## config.mk

```make
export PLATFORM = sky130hd
export DESIGN_NAME = div_acc
export DESIGN_NICKNAME = d
export VERILOG_FILES = /design/src/rtl/div_acc.sv
export SDC_FILE = /design/constraint.sdc
export NUM_CORES = 1
export LEC_CHECK = 0
export BUFFER_PORTS_ARGS = -buffer_cell sky130_fd_sc_hd__buf_4
export CAP_MARGIN = 40
export CORE_AREA = 2 2 100 102
export CTS_BUF_LIST = sky130_fd_sc_hd__clkbuf_8
export DETAILED_ROUTE_END_ITERATION = 8
export DIE_AREA = 0 0 102 104
export PLACE_DENSITY = 0.73
export REMOVE_ABC_BUFFERS = 1
export SLEW_MARGIN = 20
export SYNTH_ARGS = -nofsm -noshare
export SYNTH_HDL_FRONTEND = slang
export SYNTH_SLANG_ARGS = --single-unit
```

## constraint.sdc

```tcl
create_clock -name Clk -period 3.22 [get_ports Clk]
set_input_delay 0.483 -clock Clk [delete_from_list [all_inputs] [get_ports Clk]]
set_output_delay 0.483 -clock Clk [all_outputs]
set_load 0.05 [all_outputs]
```

## src/rtl/div_acc.sv

```systemverilog
// Iterative unsigned radix-2 restoring divider: one quotient bit per clock,
// results held in output registers and flagged with a one-cycle Done pulse.
module div_acc #(
    parameter int unsigned WIDTH = 16
) (
    input  logic             Clk,
    input  logic             Reset,
    input  logic             Start,
    input  logic [WIDTH-1:0] Divident,
    input  logic [WIDTH-1:0] Divisor,
    output logic [WIDTH-1:0] Quotient,
    output logic [WIDTH-1:0] Remainder,
    output logic             Done,
    output logic             Busy
);

    localparam int unsigned CNT_W = $clog2(WIDTH) + 1;

    typedef enum logic [1:0] {
        IDLE = 2'd0,
        RUN  = 2'd1,
        DONE = 2'd2
    } state_t;

    state_t state;
    state_t state_next;

    logic [WIDTH-1:0] q;
    logic [WIDTH-1:0] d;
    logic [WIDTH:0]   r;
    logic [CNT_W-1:0] cnt;

    logic [WIDTH:0]   shifted;
    logic [WIDTH:0]   trial;
    logic [WIDTH:0]   r_next;
    logic [WIDTH-1:0] q_next;
    logic             last;

    // One restoring step: shift in the next dividend bit, keep the subtraction if it did not borrow
    always_comb begin
        shifted = {r[WIDTH-1:0], q[WIDTH-1]};
        trial   = shifted - {1'b0, d};
        r_next  = shifted;
        q_next  = {q[WIDTH-2:0], 1'b0};
        if (!trial[WIDTH]) begin
            r_next = trial;
            q_next = {q[WIDTH-2:0], 1'b1};
        end
        last = (cnt == CNT_W'(WIDTH - 1));
    end

    always_ff @(posedge Clk) begin
        if (Reset) begin
            state <= IDLE;
        end else begin
            state <= state_next;
        end
    end

    always_comb begin
        state_next = state;
        case (state)
            IDLE:    if (Start) state_next = RUN;
            RUN:     if (last)  state_next = DONE;
            DONE:    state_next = IDLE;
            default: state_next = IDLE;
        endcase
    end

    // Status outputs are pure state decodes, so no input reaches them combinationally
    always_comb begin
        Done = 1'b0;
        Busy = 1'b0;
        case (state)
            RUN:     Busy = 1'b1;
            DONE:    begin
                Done = 1'b1;
                Busy = 1'b1;
            end
            default: begin
                Done = 1'b0;
                Busy = 1'b0;
            end
        endcase
    end

    always_ff @(posedge Clk) begin
        if (Reset) begin
            q         <= '0;
            d         <= '0;
            r         <= '0;
            cnt       <= '0;
            Quotient  <= '0;
            Remainder <= '0;
        end else begin
            case (state)
                IDLE: begin
                    if (Start) begin
                        q   <= Divident;
                        d   <= Divisor;
                        r   <= '0;
                        cnt <= '0;
                    end
                end
                RUN: begin
                    q   <= q_next;
                    r   <= r_next;
                    cnt <= cnt + CNT_W'(1);
                    if (last) begin
                        Quotient  <= q_next;
                        Remainder <= r_next[WIDTH-1:0];
                    end
                end
                default: begin
                    q <= q;
                end
            endcase
        end
    end

endmodule

```

==> impl_metrics.env <==
export IMPL_drc=0
export IMPL_nets=721
export IMPL_fmax_mhz=339
export IMPL_start_kind="register"
export IMPL_grt_usage_pct=22.2
export IMPL_post_cts_setup_buffer_count=0
export IMPL_rsz0062_at_grt="false"
export IMPL_syn_to_final_growth_pct=16.5
export IMPL_grt_util_met2_pct=34.4
export IMPL_setup_viol_count_final=0
export IMPL_min_period_over_period_pct=91.7
export IMPL_synth_edf_count=0
export IMPL_h_tree_depth=3
export IMPL_die_h_um=104
export IMPL_hp_start="Reset"
export IMPL_cp_arrival_ps=3240
export IMPL_yosysSeqAreaShare_pct=37.1
export IMPL_postSynthCellCount=611
export IMPL_ios=69
export IMPL_worst_r2r_cell_count=10
export IMPL_final_cell_mix="90 x nand2_1, 87 x dfxtp_1, 84 x nor2_1"
export IMPL_finalWirelength_mm=11.6
export IMPL_clock_path_buffers=2
export IMPL_whs_endpoint="Remainder[3]$_SDFFE_PP0P_"
export IMPL_maxSlewHeadroom_pct=57.5
export IMPL_cts_root_buf="clkbuf_8"
export IMPL_postCtsHoldBufs=0
export IMPL_tightest_slew_ps=633
export IMPL_grt_remaining_overflow=0
export IMPL_synth_area_leaders="dfxtp_1 37%, nand2_1 7.2%, nor2_1 6.7%"
export IMPL_r2r_slack_ps=270
export IMPL_antenna_found_initial=0
export IMPL_final_common_cell="nand2_1"
export IMPL_design_area_sq_um=5470
export IMPL_wl_per_cell_um=14.5
export IMPL_pwr_density_cell_nw_per_um2=460
export IMPL_path_max_fanout=33
export IMPL_hold_viol_final=0
export IMPL_required_ps=3510
export IMPL_ir_drop_mv=0.189
export IMPL_timing_rr_start="q[15]$_SDFFE_PP0P_"
export IMPL_antennaDiodeCount=0
export IMPL_synth_area_per_cell_sq_um=7.69
export IMPL_clockPowerShare_pct=28.3
export IMPL_p_comb_share_pct=25.5
export IMPL_cts_resized=0
export IMPL_layout_min_cycle_time_ps=2950
export IMPL_synth_distinct_cells=57
export IMPL_p_leak_uw=0.00232
export IMPL_grt_pass1_vias=4053
export IMPL_cap_violations=0
export IMPL_cts_sinks=87
export IMPL_numCtsBuffers=9
export IMPL_dpl_cell_area_sq_um=5300
export IMPL_rows=36
export IMPL_async_flop_share_pct=0
export IMPL_start_util_pct=49.2
export IMPL_setup_worst_path_class="reg -> reg"
export IMPL_outcome="finished clean"
export IMPL_skew_ps=11.6
export IMPL_r2r_end="Remainder[13]$_SDFFE_PP0P_"
export IMPL_io_buffers=68
export IMPL_grt_use_met1_pct=31.1
export IMPL_internal_power_uw=1680
export IMPL_cts_tree="done"
export IMPL_p_sw_share_pct=33.5
export IMPL_slew_viol_final=0
export IMPL_gr_usage_met3_pct=3.43
export IMPL_gp_congestion=0.952
export IMPL_ys_ff_latch=87
export IMPL_whs_path_depth=2
export IMPL_first_pass_iters=5
export IMPL_die_width_um=102
export IMPL_power_switching_uw=844
export IMPL_place_detailed_hpwl_mm=8.42
export IMPL_gr_max_usage_layer="met2"
export IMPL_insertion_delay_ps=370
export IMPL_grt_max_degree=59
export IMPL_yosys_area_top_type_share_pct=37.1
export IMPL_ys_warn_count=0
export IMPL_grt_pass1_wl_mm=19.1
export IMPL_clk_pin_slew_ps=90
export IMPL_crit_path_end_kind="register"
export IMPL_pwr_share_seq_pct=46.3
export IMPL_fp_dieArea_sq_um=10600
export IMPL_yosysTopAreaCell="dfxtp_1"
export IMPL_syn_area_sq_um=4700
export IMPL_synth_ff_type="dfxtp_1"
export IMPL_hp_class="in -> reg"
export IMPL_drive_gt1_share_pct=15.4
export IMPL_drt_initial_drc_count=278
export IMPL_core_sq_um=9550
export IMPL_setup_tns_ps=0
export IMPL_antenna_left=0
export IMPL_vias=4441
export IMPL_viasPerCell=5.54
-- cells in the mapped netlist, drive strengths merged, types with 5 or more instances --
library cell  count
buf               8
a211oi           15
xnor2             6
nand2b            8
mux2i            12
a32oi             7
o211ai            9
o21ai            24
inv              39
nand4b            5
dfxtp            87
ha               21
nand3b            6
nor2             84
a21oi            58
nor4             15
nand2            90
clkbuf           32
nand3             6
nor3              6
a31oi            13
-- power by group through the flow --
stage | clock [uW] | combinational, uW | sequential, uW
after floorplan | 0 | 449 | 1180
after global placement | 0 | 622 | 1190
after detailed placement | 0 | 631 | 1190
after CTS | 724 | 634 | 1170
after global routing | 762 | 705 | 1170
final | 712 | 642 | 1170
-- sequential cells by signal, indices dropped and copies added (netlist names) --
| signal | cells |
|---|---|
| Quotient | 16 |
| Remainder | 16 |
| cnt | 5 |
| d | 16 |
| q | 16 |
| r | 16 |
| state | 2 |
-- routing by layer --
layer  share of wire, %  wire length (um)
met1                 47              5420
met2                 47              5520
met3                3.7               433
met4                2.3               265
met5                  0                 0
-- cell type report --
class	instances	area, sq um
inverter	39	146
multi-input combinational	445	2630
sequential	87	1740
tap	133	166
timing repair buffer	82	616
fill	900	4080
clock buffer	10	138
clock inverter	5	33.8
-- worst max path at each step --
| stage | slack (ps) | depth (start not counted) | from | endpoint |
|---|---|---|---|---|
| after floorplan | 550 | 5 | state[1]$_SDFFE_PP0P_ | Remainder[8]$_SDFFE_PP0P_ |
| after CTS | 290 | 10 | q[15]$_SDFFE_PP0P_ | Remainder[13]$_SDFFE_PP0P_ |
| after global routing | 70 | 10 | q[15]$_SDFFE_PP0P_ | Remainder[11]$_SDFFE_PP0P_ |
| after detailed placement | 320 | 10 | q[15]$_SDFFE_PP0P_ | Remainder[13]$_SDFFE_PP0P_ |
| after global placement | 450 | 10 | q[15]$_SDFFE_PP0P_ | Remainder[9]$_SDFFE_PP0P_ |
| final | 270 | 10 | q[15]$_SDFFE_PP0P_ | Remainder[13]$_SDFFE_PP0P_ |
-- critical path, stage by stage, from the launching register on --
cell,delay [ps]
dfxtp_1,320
inv_1,80
ha_1,160
inv_1,50
fa_1,410
a211oi_1,270
o21ai_1,240
o21a_1,290
o211a_4,410
or3_1,440
o211ai_1,190
-- cells by family after synthesis --
logic type      count (synthesis)  synth area share [%]
buf+inv                        79                  6.92
compound gates                156                  21.9
fa+ha+maj                      22                  6.02
flops                          87                  37.1
mux                            12                  2.56
simple gates                  245                  23.7
xor+xnor                       10                  1.86
-- metrics by stage --
| step | total power, uW | hold slack, ps | utilization [%] | cells | worst slack, ps |
|---|---|---|---|---|---|
| 3_3_place_gp | 1810 | 444 | 55.5 | 786 | 451 |
| 2_1_floorplan | 1630 | 430 | - | 571 | 550 |
| 4_1_cts | 2520 | 329 | 57.3 | 801 | 288 |
| 6_report | 2520 | 337 | 57.3 | 801 | 267 |
| 3_5_place_dp | 1820 | 447 | 55.5 | 786 | 316 |
| 5_1_grt | 2640 | 332 | 57.3 | 801 | 73.8 |
(Power assumes the default switching activity.)
